===== src/rtl/mem_access_unit.sv =====
// MEM-stage data-memory access engine: issues one bus transaction per load/store,
// stalls the pipeline until it completes, and returns the extended load result.
module mem_access_unit #(
   parameter int ADDR_W = 64,
   parameter int DATA_W = 64
) (
   input  logic              clk,
   input  logic              rst,
   input  logic              valid_mem,
   input  logic              re_mem,
   input  logic              we_mem_mem,
   input  logic [2:0]        funct3_mem,
   input  logic [ADDR_W-1:0] alu_res_mem,
   input  logic [DATA_W-1:0] rs2_data_mem,
   input  logic              pipe_stall,
   input  logic              flush,
   output logic              mem_req_valid,
   input  logic              mem_req_ready,
   output logic              mem_req_we,
   output logic [ADDR_W-1:0] mem_req_addr,
   output logic [DATA_W-1:0] mem_req_wdata,
   output logic [7:0]        mem_req_wmask,
   input  logic              mem_resp_valid,
   input  logic [DATA_W-1:0] mem_resp_rdata,
   output logic [DATA_W-1:0] dmem_mem,
   output logic [DATA_W-1:0] rw_wdata,
   output logic              mem_stall,
   output logic              misalign_mem,
   output logic [1:0]        state_dbg
);

   // Bus handshake: a request transfers on a cycle where mem_req_valid and
   // mem_req_ready are both 1; while valid is high and ready is low, we, addr,
   // wdata and wmask are held. One response (mem_resp_valid) follows each
   // accepted request, no earlier than the cycle after acceptance, and is
   // only sampled in WAIT.
   localparam logic [1:0] S_IDLE = 2'd0;
   localparam logic [1:0] S_REQ  = 2'd1;
   localparam logic [1:0] S_WAIT = 2'd2;
   localparam logic [1:0] S_DONE = 2'd3;

   logic [1:0]        state_q, state_d;
   logic [2:0]        off_q, off_d;
   logic [2:0]        f3_q, f3_d;
   logic              load_q, load_d;
   logic              flushed_q, flushed_d;
   logic              req_valid_q, req_valid_d;
   logic              req_we_q, req_we_d;
   logic [ADDR_W-1:0] req_addr_q, req_addr_d;
   logic [DATA_W-1:0] req_wdata_q, req_wdata_d;
   logic [7:0]        req_wmask_q, req_wmask_d;
   logic [DATA_W-1:0] dmem_q, dmem_d;

   logic              acc;
   logic              mis;
   logic              start;
   logic [2:0]        off;
   logic [1:0]        size;
   logic [7:0]        base_mask;
   logic [7:0]        lane_mask;
   logic [DATA_W-1:0] shifted;
   logic [DATA_W-1:0] lane;
   logic [DATA_W-1:0] load_val;

   always_comb begin
      off       = alu_res_mem[2:0];
      size      = funct3_mem[1:0];
      acc       = valid_mem & (re_mem | we_mem_mem);
      mis       = acc & (((size == 2'b01) & off[0])
                       | ((size == 2'b10) & (off[1:0] != 2'b00))
                       | ((size == 2'b11) & (off != 3'b000)));
      start     = acc & ~mis & ~flush;
      shifted   = rs2_data_mem << {off, 3'b000};
      base_mask = 8'h00;
      case (size)
         2'b00:   base_mask = 8'h01;
         2'b01:   base_mask = 8'h03;
         2'b10:   base_mask = 8'h0F;
         default: base_mask = 8'hFF;
      endcase
      lane_mask = base_mask << off;
   end

   // Load extraction works from the offset/size latched at issue time, since
   // the EX/MEM inputs may change once a flush kills the instruction.
   always_comb begin
      lane     = mem_resp_rdata >> {off_q, 3'b000};
      load_val = lane;
      case (f3_q)
         3'b000:  load_val = {{(DATA_W-8){lane[7]}},   lane[7:0]};
         3'b001:  load_val = {{(DATA_W-16){lane[15]}}, lane[15:0]};
         3'b010:  load_val = {{(DATA_W-32){lane[31]}}, lane[31:0]};
         3'b100:  load_val = {{(DATA_W-8){1'b0}},      lane[7:0]};
         3'b101:  load_val = {{(DATA_W-16){1'b0}},     lane[15:0]};
         3'b110:  load_val = {{(DATA_W-32){1'b0}},     lane[31:0]};
         default: load_val = lane;
      endcase
   end

   always_comb begin
      state_d     = state_q;
      off_d       = off_q;
      f3_d        = f3_q;
      load_d      = load_q;
      flushed_d   = flushed_q;
      req_valid_d = req_valid_q;
      req_we_d    = req_we_q;
      req_addr_d  = req_addr_q;
      req_wdata_d = req_wdata_q;
      req_wmask_d = req_wmask_q;
      dmem_d      = dmem_q;
      case (state_q)
         S_IDLE: begin
            if (start) begin
               state_d     = S_REQ;
               off_d       = off;
               f3_d        = funct3_mem;
               load_d      = ~we_mem_mem;
               flushed_d   = 1'b0;
               req_valid_d = 1'b1;
               req_we_d    = we_mem_mem;
               req_addr_d  = {alu_res_mem[ADDR_W-1:3], 3'b000};
               req_wdata_d = we_mem_mem ? shifted : '0;
               req_wmask_d = we_mem_mem ? lane_mask : 8'h00;
            end
         end
         S_REQ: begin
            if (flush) flushed_d = 1'b1;
            if (mem_req_ready) begin
               req_valid_d = 1'b0;
               state_d     = S_WAIT;
            end
         end
         S_WAIT: begin
            if (flush) flushed_d = 1'b1;
            if (mem_resp_valid) begin
               // A killed instruction still drains the bus but never reaches DONE.
               if (flushed_q | flush) begin
                  state_d = S_IDLE;
               end else begin
                  if (load_q) dmem_d = load_val;
                  state_d = S_DONE;
               end
            end
         end
         default: begin
            if (flush | ~pipe_stall) state_d = S_IDLE;
         end
      endcase
   end

   always_comb begin
      mem_stall = 1'b0;
      case (state_q)
         S_IDLE:  mem_stall = start;
         S_REQ:   mem_stall = 1'b1;
         S_WAIT:  mem_stall = 1'b1;
         default: mem_stall = 1'b0;
      endcase
      misalign_mem  = mis & (state_q == S_IDLE);
      rw_wdata      = shifted;
      mem_req_valid = req_valid_q;
      mem_req_we    = req_we_q;
      mem_req_addr  = req_addr_q;
      mem_req_wdata = req_wdata_q;
      mem_req_wmask = req_wmask_q;
      dmem_mem      = dmem_q;
      state_dbg     = state_q;
   end

   always_ff @(posedge clk) begin
      if (rst) begin
         state_q     <= S_IDLE;
         off_q       <= 3'b000;
         f3_q        <= 3'b000;
         load_q      <= 1'b0;
         flushed_q   <= 1'b0;
         req_valid_q <= 1'b0;
         req_we_q    <= 1'b0;
         req_addr_q  <= '0;
         req_wdata_q <= '0;
         req_wmask_q <= 8'h00;
         dmem_q      <= '0;
      end else begin
         state_q     <= state_d;
         off_q       <= off_d;
         f3_q        <= f3_d;
         load_q      <= load_d;
         flushed_q   <= flushed_d;
         req_valid_q <= req_valid_d;
         req_we_q    <= req_we_d;
         req_addr_q  <= req_addr_d;
         req_wdata_q <= req_wdata_d;
         req_wmask_q <= req_wmask_d;
         dmem_q      <= dmem_d;
      end
   end

endmodule


===== config.mk =====
export PLATFORM = sky130hd
export DESIGN_NAME = mem_access_unit
export DESIGN_NICKNAME = d
export VERILOG_FILES = /design/src/rtl/mem_access_unit.sv
export SDC_FILE = /design/constraint.sdc
export NUM_CORES = 1
export LEC_CHECK = 0
export CORE_AREA = 2 2 183 185
export CTS_BUF_LIST = sky130_fd_sc_hd__clkbuf_4
export CTS_CLUSTER_DIAMETER = 100
export CTS_CLUSTER_SIZE = 16
export DETAILED_ROUTE_END_ITERATION = 16
export DIE_AREA = 0 0 185 187
export PLACE_DENSITY_LB_ADDON = 0.25
export SYNTH_ARGS = -nofsm -noshare
export SYNTH_HDL_FRONTEND = slang
export SYNTH_SLANG_ARGS = --single-unit
export TNS_END_PERCENT = 10

===== constraint.sdc =====
create_clock -name clk -period 3.03 [get_ports clk]
set_input_delay 0.4545 -clock clk [delete_from_list [all_inputs] [get_ports clk]]
set_output_delay 0.4545 -clock clk [all_outputs]
set_load 0.01 [all_outputs]

==> results of run 1 <==
cell type report:
class	instances	area share
Antenna cell	3	0.000447
Clock buffer	17	0.00760
Clock inverter	3	0.00127
Inverter	10	0.00224
Multi-Input combinational cell	998	0.394
Sequential cell	209	0.249
Tap cell	448	0.0334
Timing Repair Buffer	528	0.312
cell usage in the layout (no fill, tap or decap), types with 8 or more instances in the layout:
master	n
a211oi_1	20
mux2i_1	57
o22ai_1	13
o21ai_0	25
a211oi_2	40
nor2b_1	16
clkbuf_4	17
nand4_1	8
o32ai_1	8
inv_1	9
a22oi_1	55
a21oi_1	123
buf_4	50
mux4_2	37
dfxtp_1	206
nor2_1	165
buf_12	9
mux2_2	44
nand2b_1	17
nand2_1	252
and2_1	19
clkdlybuf4s50_1	465
a2bb2oi_1	8
kinds of logic after synthesis:
logic type / synth area share
fa+ha+maj: 0.00437
flops: 0.366
other cells: 0.000328
compound gates: 0.206
mux: 0.168
simple gates: 0.196
buf+inv: 0.0596
through the flow:
stage	cells	area [µm²]	util	setup slack, ns
2_1_floorplan	1349	11500	-	0.718
3_5_place_dp	2193	16600	0.506	-0.00105
5_1_grt	2215	16800	0.511	0.0429
3_3_place_gp	2193	16600	0.506	0.00105
6_report	2216	16800	0.511	0.00491
4_1_cts	2213	16800	0.511	0.101
layer usage:
layer	wire length [µm]	global-route usage	vias to the layer above	share of wire
met5	42	0	-	0.00087
met3	4750	0.0742	104	0.099
li1	-	-	5575	-
met4	1970	0.0974	6	0.041
met1	18800	0.324	5666	0.39
met2	22700	0.449	577	0.47
state kept, by name (all words and copies together), names as in the netlist:
signal / count
load_q: 1
f3_q: 3
mem_req_wmask: 8
mem_req_we: 1
dmem_mem: 64
mem_req_addr: 61
off_q: 3
mem_req_valid: 1
state_dbg: 2
flushed_q: 1
mem_req_wdata: 64
path summary, 6_finish.rpt:
kind / start / to / slack [ns]
min: rst / load_q / 0.28
min reg2reg: mem_req_wdata[6] / mem_req_wdata[6] / 0.46
max: rs2_data_mem[13] / rw_wdata[37] / 0.005
max reg2reg: state_dbg[1] / mem_req_wdata[3] / 0.39
power breakdown:
group	total [mW]	leakage (nW)	internal [mW]	switching (mW)
combinational	1.70	3.88	0.862	0.841
sequential	2.88	1.69	2.82	0.0550
clock	1.21	0.0884	0.277	0.936
worst max-delay path, cell delays in order:
cell and delay, ns:
clkdlybuf4s50_1 0.59, mux2i_1 0.13, and2_1 0.18, o32ai_1 0.49
clkdlybuf4s50_1 0.72
==> metrics.txt, run 1 <==
post_cts resized 3; first-pass GRT wire length just over 70 mm; asr flop ratio synth 0; Initial Utilization 0.348; cts bufs inserted 17; # IOs 474; most common cell in the netlist nand2_1; post-synth top area share 0.366; post-DR vias/cell around 5.4; worst slew pin tran about 0.91 ns; PD cells between 300 and 400 mW/mm²; Vias 11900; final period utilization 0.998; # clock sinks between 200 and 250; final net count 1972; global route total overflow 0; Hold Crit Depth 2; maximum VDD drop around 0.34 mV; Setup violations, final 0; Routed WL per cell between 20 and 25 µm; clk slew on worst S/H paths around 0.18 ns; mapped cell area around 0.011 mm²; Startpoint Class input port; GP Congestion between 0.9 and 1; P&R area growth vs syn 46.7%; Yosys warning count 0; vias in the first global route ~12000; Crit Path Class in2out; clk root buf clkbuf_4; Reg area 0.00419 mm²; core box area around 0.033 mm²; initial antenna violation count 6; Initial DRT Pass Iterations 5; Rel. slew slack 0.394; Fillers 3159; minimum clock period roughly 3 ns; initial DRC count 919; unrepaired setup endpoints after global routing no; EDFF count, synth 0; Setup TNS 0 ns; layout cells sized above 1 0.129; area occupied by multi-input gates 0.00661 mm²; # DRC 0; Synth Flop Type dfxtp_1; library cells used by synthesis 64; die width 185 µm; ANT nets after route 0; post-CTS setup buffer count 0; Synth Register Bits 209; Critical Path End Type primary output; R2R depth 8; Avg Inst Size Synth 8.50 µm²; clock skew 0.0490 ns; CTS tree yes; top cells by area, synth dfxtp_1 37%, nand2_1 8.3%, mux4_2 7.3%, nor2_1 5.4%, a21oi_1 5.4%; Die Y-Extent between 150 and 200 µm; crit path max fanout 3; hold buffer count at CTS 0; FP Rows 67; Die ar. 0.0346 mm²; Total Power ~5.8 mW; Syn Inst Count 1347; status finished, final reports clean; LEAKAGE 5.66 nW; pin count of the biggest net entering global routing 80; Fin. Hold Viols 0; Critical Path AT approximately 2.6 ns; Tot GR Track Use 0.267; placed wire-length estimate 36.5 mm; worst hold path type in2reg; final wirelength roughly 48 mm; count of pins over their slew limit 0; hold_ws around 0.28 ns; H-tree depth 1; fmax 0.331 GHz; sequential area share after synthesis 0.366; Critical Path RT about 2.6 ns; leading cell types by count after synthesis 252 x nand2_1, 209 x dfxtp_1, 165 x nor2_1, 123 x a21oi_1, 68 x clkbuf_1; CTS max path bufs 3; worst skew pair latency roughly 0.68 ns; I/O Buffers between 400 and 500; max capacitance violation total 0; Yosys top cell by area dfxtp_1
Note: power is estimated with default switching activity, not from simulation.
==> run 2: changes to the inputs <==
CELL_PAD_IN_SITES_DETAIL_PLACEMENT = 2   (was unset)
CELL_PAD_IN_SITES_GLOBAL_PLACEMENT = 2   (was unset)
CORE_AREA = unset   (was 2 2 183 185)
CORE_ASPECT_RATIO = 0.7   (was unset)
CORE_MARGIN = 2   (was unset)
CORE_UTILIZATION = 27   (was unset)
DIE_AREA = unset   (was 0 0 185 187)
==> metrics.txt, run 2 (synthesis gave the netlist of run 1 again) <==
Rel. slew slack 0.364 (was 0.394); global route total overflow 0 (unchanged); FP Rows 63 (was 67); clock power share 0.218 (was 0.209); # clock sinks 209 (unchanged); worst hold path type in2reg (unchanged); clock skew 0.0606 ns (was 0.0490 ns); vias in the first global route 12700 (was 11600); CTS tree yes (unchanged); Routed WL per cell 25.3 µm (was 21.7 µm); unrepaired setup endpoints after global routing no (unchanged); Setup violations, final 0 (unchanged); Crit Path Class in2out (unchanged); pin count of the biggest net entering global routing 117 (was 80); Die Y-Extent 176 µm (was 187 µm); placed wire-length estimate 45.9 mm (was 36.5 mm); DP Area 0.0169 mm² (was 0.0166 mm²); count of pins over their slew limit 0 (unchanged); final period utilization 0.996 (was 0.998); max capacitance violation total 0 (unchanged); PD cells 353 mW/mm² (was 345 mW/mm²); layout cells sized above 1 0.135 (was 0.129); reg2reg end dmem_mem[13] (was mem_req_wdata[3]); CP Launch Point rs2_data_mem[14] (was rs2_data_mem[13]); die width 250 µm (was 185 µm); clk root buf clkbuf_4 (unchanged); reg2reg start off_q[1] (was state_dbg[1]); cts bufs inserted 17 (unchanged); final net count 1980 (was 1972); # DRC 0 (unchanged); first-pass GRT wire length 85.8 mm (was 70.9 mm); Comb power frac 0.303 (was 0.294); Fin. Hold Viols 0 (unchanged); H-tree depth 1 (unchanged); Critical Path AT 2.56 ns (was 2.57 ns); minimum clock period 3.02 ns (was 3.03 ns); post-route insts no fill 2329 (was 2216); Pint 3.99 mW (was 3.96 mW); post-route cell area 0.0171 mm² (was 0.0168 mm²); ANT nets after route 0 (unchanged); placed cells 2305 (was 2193); post-DR vias/cell 5.26 (was 5.38); P&R area growth vs syn 49.1% (was 46.7%); Tot GR Track Use 0.259 (was 0.267); Die ar. 0.0441 mm² (was 0.0346 mm²); core box area 0.0421 mm² (was 0.0329 mm²); fmax 0.331 GHz (about the same); LEAKAGE 5.73 nW (was 5.66 nW); most frequent cells in the layout 465 x clkdlybuf4s50_1, 252 x nand2_1, 205 x dfxtp_1, 165 x nor2_1, 123 x a21oi_1 (was 465 x clkdlybuf4s50_1, 252 x nand2_1, 206 x dfxtp_1, 165 x nor2_1, 123 x a21oi_1); sw frac 0.337 (was 0.316); Initial Utilization 0.272 (was 0.348); maximum VDD drop 0.231 mV (was 0.339 mV); # IOs 474 (unchanged); Initial DRT Pass Iterations 5 (unchanged); clk slew on worst S/H paths 0.19 ns (was 0.18 ns); Total Power 6.03 mW (was 5.79 mW); R2R Setup Slk 0.44 ns (was 0.39 ns); GP Congestion 0.944 (was 0.994); initial antenna violation count 2 (was 6); Vias 12300 (was 11900); Setup crit end rw_wdata[38] (was rw_wdata[37]); initial DRC count 774 (was 919); Critical Path RT 2.58 ns (about the same); commonest non-fill, non-tap cell in the layout clkdlybuf4s50_1 (unchanged); Setup TNS 0 ns (unchanged); final wirelength 58.9 mm (was 48.2 mm); Switch Pwr 2.03 mW (was 1.83 mW); crit path max fanout 3 (unchanged); I/O Buffers 470 (unchanged); hold buffer count at CTS 0 (unchanged); worst slew pin tran 0.954 ns (was 0.907 ns); worst skew pair latency 0.75 ns (was 0.68 ns); Startpoint Class input port (unchanged); Critical Path End Type primary output (unchanged); CTS max path bufs 3 (unchanged); status finished, final reports clean (unchanged); R2R depth 5 (was 8); sequential share of power 0.479 (was 0.497)
## run 2: cell types whose count changed in the layout (fill, tap and decap cells not counted), sizes merged
| cell | previous run | this run |
|---|---|---|
| diode | 3 | 2 |
| inv | 10 | 11 |
| clkinv | 3 | 4 |
| buf | 62 | 70 |
## run 2: per-stage QoR
step	setup WS, ns	hold WS (ns)	utilization
CTS	0.0381	0.137	0.405
finish	0.0110	0.225	0.405
floorplan	0.718	0.448	-
global route	0.00571	0.179	0.405
global placement	0.130	0.439	0.401
detailed placement	0.0999	0.449	0.401
## run 2: routing by layer
metal  part of all wire  GRT usage  up-vias
li1                   -          -     5592
met1               0.44      0.346     6171
met2               0.44      0.404      415
met3              0.082     0.0761       75
met4              0.032     0.0771        0
met5                  0          0        -
## run 2: worst max-delay path, cell delays in order
cell and delay [ns]:
clkdlybuf4s50_1 0.54, mux2i_1 0.12, and2_1 0.17, o32ai_1 0.61
clkdlybuf4s50_1 0.67
## run 2: what timing repair did
action | CTS | global route
pin swaps | 1 | 1
endpoints found under the hold margin | 0 | 0
setup endpoints to repair | 2 | 3
resized for setup | 8 | 5
buffers inserted | 0 | 0
## run 2: cell type report
class / instances / area, µm²
fill: 4685 / 25000
multi-input combinational: 998 / 6630
timing repair buffer: 536 / 5350
sequential: 209 / 4190
tap: 552 / 691
clock buffer: 17 / 128
inverter: 10 / 37.5
clock inverter: 5 / 26.3
antenna: 2 / 5.00
## run 2: how the worst min path moves through the flow
stage                           from               end  slack [ns]  cells past startpoint
floorplan                     load_q            load_q        0.45                      2
global placement    mem_req_wdata[2]  mem_req_wdata[2]        0.44                      2
detailed placement  mem_req_wdata[7]  mem_req_wdata[7]        0.45                      2
CTS                  alu_res_mem[58]  mem_req_addr[58]        0.14                      3
global route         alu_res_mem[19]  mem_req_addr[19]        0.18                      3
finish               alu_res_mem[58]  mem_req_addr[58]        0.22                      3
## run 2: power groups by stage
stage / Sequential, mW / Clock [mW] / Combinational (mW)
after floorplan: 2.95 / 0 / 0.783
after global placement: 2.94 / 0 / 1.76
after detailed placement: 2.94 / 0 / 1.80
after CTS: 2.89 / 1.40 / 1.81
after global routing: 2.90 / 1.49 / 1.94
final: 2.89 / 1.32 / 1.83
==> run 3: changes to the inputs <==
REMOVE_ABC_BUFFERS = 1   (was unset)
==> metrics.txt, run 3 (synthesis gave the netlist of run 1 again) <==
WL met2 26.1 mm (about the same); final net count 1986 (was 1980); clock skew 0.0696 ns (was 0.0606 ns); layout cells sized above 1 0.138 (was 0.135); Vias 12100 (was 12300); LEAKAGE 5.76 nW (was 5.73 nW); Pint 4.07 mW (was 3.99 mW); CTS max path bufs 3 (unchanged); placed wire-length estimate 41.1 mm (was 45.9 mm); post-route insts no fill 2337 (was 2329); Fin. Hold Viols 0 (unchanged); worst slew pin tran 0.745 ns (was 0.954 ns); global route total overflow 0 (unchanged); # clock sinks 209 (unchanged); most frequent cells in the layout 465 x clkdlybuf4s50_1, 252 x nand2_1, 205 x dfxtp_1, 165 x nor2_1, 123 x a21oi_1 (unchanged); Die ar. 0.0441 mm² (unchanged); top sig layer met5 (was met4); P&R area growth vs syn 49.4% (was 49.1%); Final Util 0.406 (was 0.405); placed cells 2310 (was 2305); minimum clock period 2.94 ns (was 3.02 ns); clk slew on worst S/H paths 0.19 ns (about the same); # DRC 0 (unchanged); crit path max fanout 32 (was 3); ANT nets after route 0 (unchanged); max capacitance violation total 0 (unchanged); final period utilization 0.971 (was 0.996); initial DRC count 487 (was 774); sw frac 0.323 (was 0.337); clk root buf clkbuf_4 (unchanged); CTS tree yes (unchanged); final wirelength 54.9 mm (was 58.9 mm); R2R depth 6 (was 5); DR WL met3 2.73 mm (was 4.83 mm); Critical Path AT 2.49 ns (was 2.56 ns); I/O Buffers 470 (unchanged); hold buffer count at CTS 0 (unchanged); Routed WL per cell 23.5 µm (was 25.3 µm); cts bufs inserted 17 (unchanged); status finished, final reports clean (unchanged); unrepaired setup endpoints after global routing no (unchanged); Setup violations, final 0 (unchanged); Setup TNS 0 ns (unchanged); sequential share of power 0.480 (was 0.479); worst skew pair latency 0.72 ns (was 0.75 ns); Critical Path End Type primary output (unchanged); FP Rows 63 (unchanged); Startpoint Class input port (unchanged); Tot GR Track Use 0.241 (was 0.259); Initial DRT Pass Iterations 6 (was 5); commonest non-fill, non-tap cell in the layout clkdlybuf4s50_1 (unchanged); clock power share 0.230 (was 0.218); count of pins over their slew limit 0 (unchanged); Hold Crit Depth 3 (unchanged); H-tree depth 1 (unchanged); fmax 0.340 GHz (was 0.331 GHz); Crit Path Class in2out (unchanged); post-DR vias/cell 5.18 (was 5.26); Switch Pwr 1.94 mW (was 2.03 mW); initial antenna violation count 9 (was 2); die width 250 µm (unchanged); Comb power frac 0.290 (was 0.303); Initial Utilization 0.272 (unchanged); core box area 0.0421 mm² (unchanged); # IOs 474 (unchanged); first-pass GRT wire length 82.2 mm (was 85.8 mm); pin count of the biggest net entering global routing 80 (was 117); maximum VDD drop 0.188 mV (was 0.231 mV); Critical Path RT 2.58 ns (about the same); Met1 Wirelength 23.6 mm (was 26.1 mm); Die Y-Extent 176 µm (unchanged); Rel. slew slack 0.503 (was 0.364); PD cells 351 mW/mm² (was 353 mW/mm²); GP Congestion 0.864 (was 0.944); worst hold path type in2reg (unchanged); vias in the first global route 13200 (was 12700)
-- run 3: cell types whose count changed in the layout (fill, tap and decap cells not counted), moves of 2 or more --
cell | before | now
clkinv_1 | 4 | 1
buf_12 | 13 | 10
diode_2 | 2 | 6
buf_2 | 2 | 0
buf_4 | 55 | 65
-- run 3: cell type report --
cell class,count,area [µm²]
diodes,6,15.0
inverters,10,37.5
multi-input cells,998,6630
clock buffers,17,128
flip-flops and latches,209,4190
repair buffers,542,5370
fillers,4745,25000
clock inverters,3,43.8
well taps,552,691
-- run 3: power by group through the flow --
stage | registers (mW) | logic [mW] | clock network, mW
2_1_floorplan | 2.97 | 0.635 | 0
3_3_place_gp | 2.93 | 1.69 | 0
3_5_place_dp | 2.94 | 1.73 | 0
4_1_cts | 2.88 | 1.75 | 1.46
5_1_grt | 2.90 | 1.87 | 1.55
6_report | 2.88 | 1.74 | 1.38
-- run 3: path summary, 6_finish.rpt --
path,startpoint,to,slack [ns]
setup reg to reg,off_q[0],dmem_mem[62],0.58
setup / recovery,alu_res_mem[1],rw_wdata[39],0.09
hold / removal,funct3_mem[2],f3_q[2],0.25
hold reg to reg,mem_req_wmask[4],mem_req_wmask[4],0.47
-- run 3: worst max-delay path, stage by stage --
cell             delay [ns]
buf_4                  0.39
buf_4                  0.25
mux2i_1                0.12
and2_1                 0.18
o32ai_1                0.44
clkdlybuf4s50_1        0.64
-- run 3: timing repair --
action	CTS	global route
endpoints found under the hold margin	0	0
setup endpoints to repair	2	0
buffers inserted	1	0
gates resized for setup	9	0
-- run 3: through the flow --
stage	setup slack [ns]	instance area [µm²]	total power [mW]	hold slack [ns]
after global placement	-0.0108	16900	4.62	0.438
after floorplan	-0.843	10800	3.61	0.448
final	0.0888	17100	6.00	0.248
after global routing	0.0174	17100	6.32	0.208
after CTS	0.115	17100	6.10	0.187
after detailed placement	-0.0304	16900	4.66	0.448
-- run 3: per-layer routing --
layer  up-vias  GRT usage
met2       324      0.406
met5         -          0
met3       111     0.0525
li1       5590          -
met4         6      0.103
met1      6077      0.300
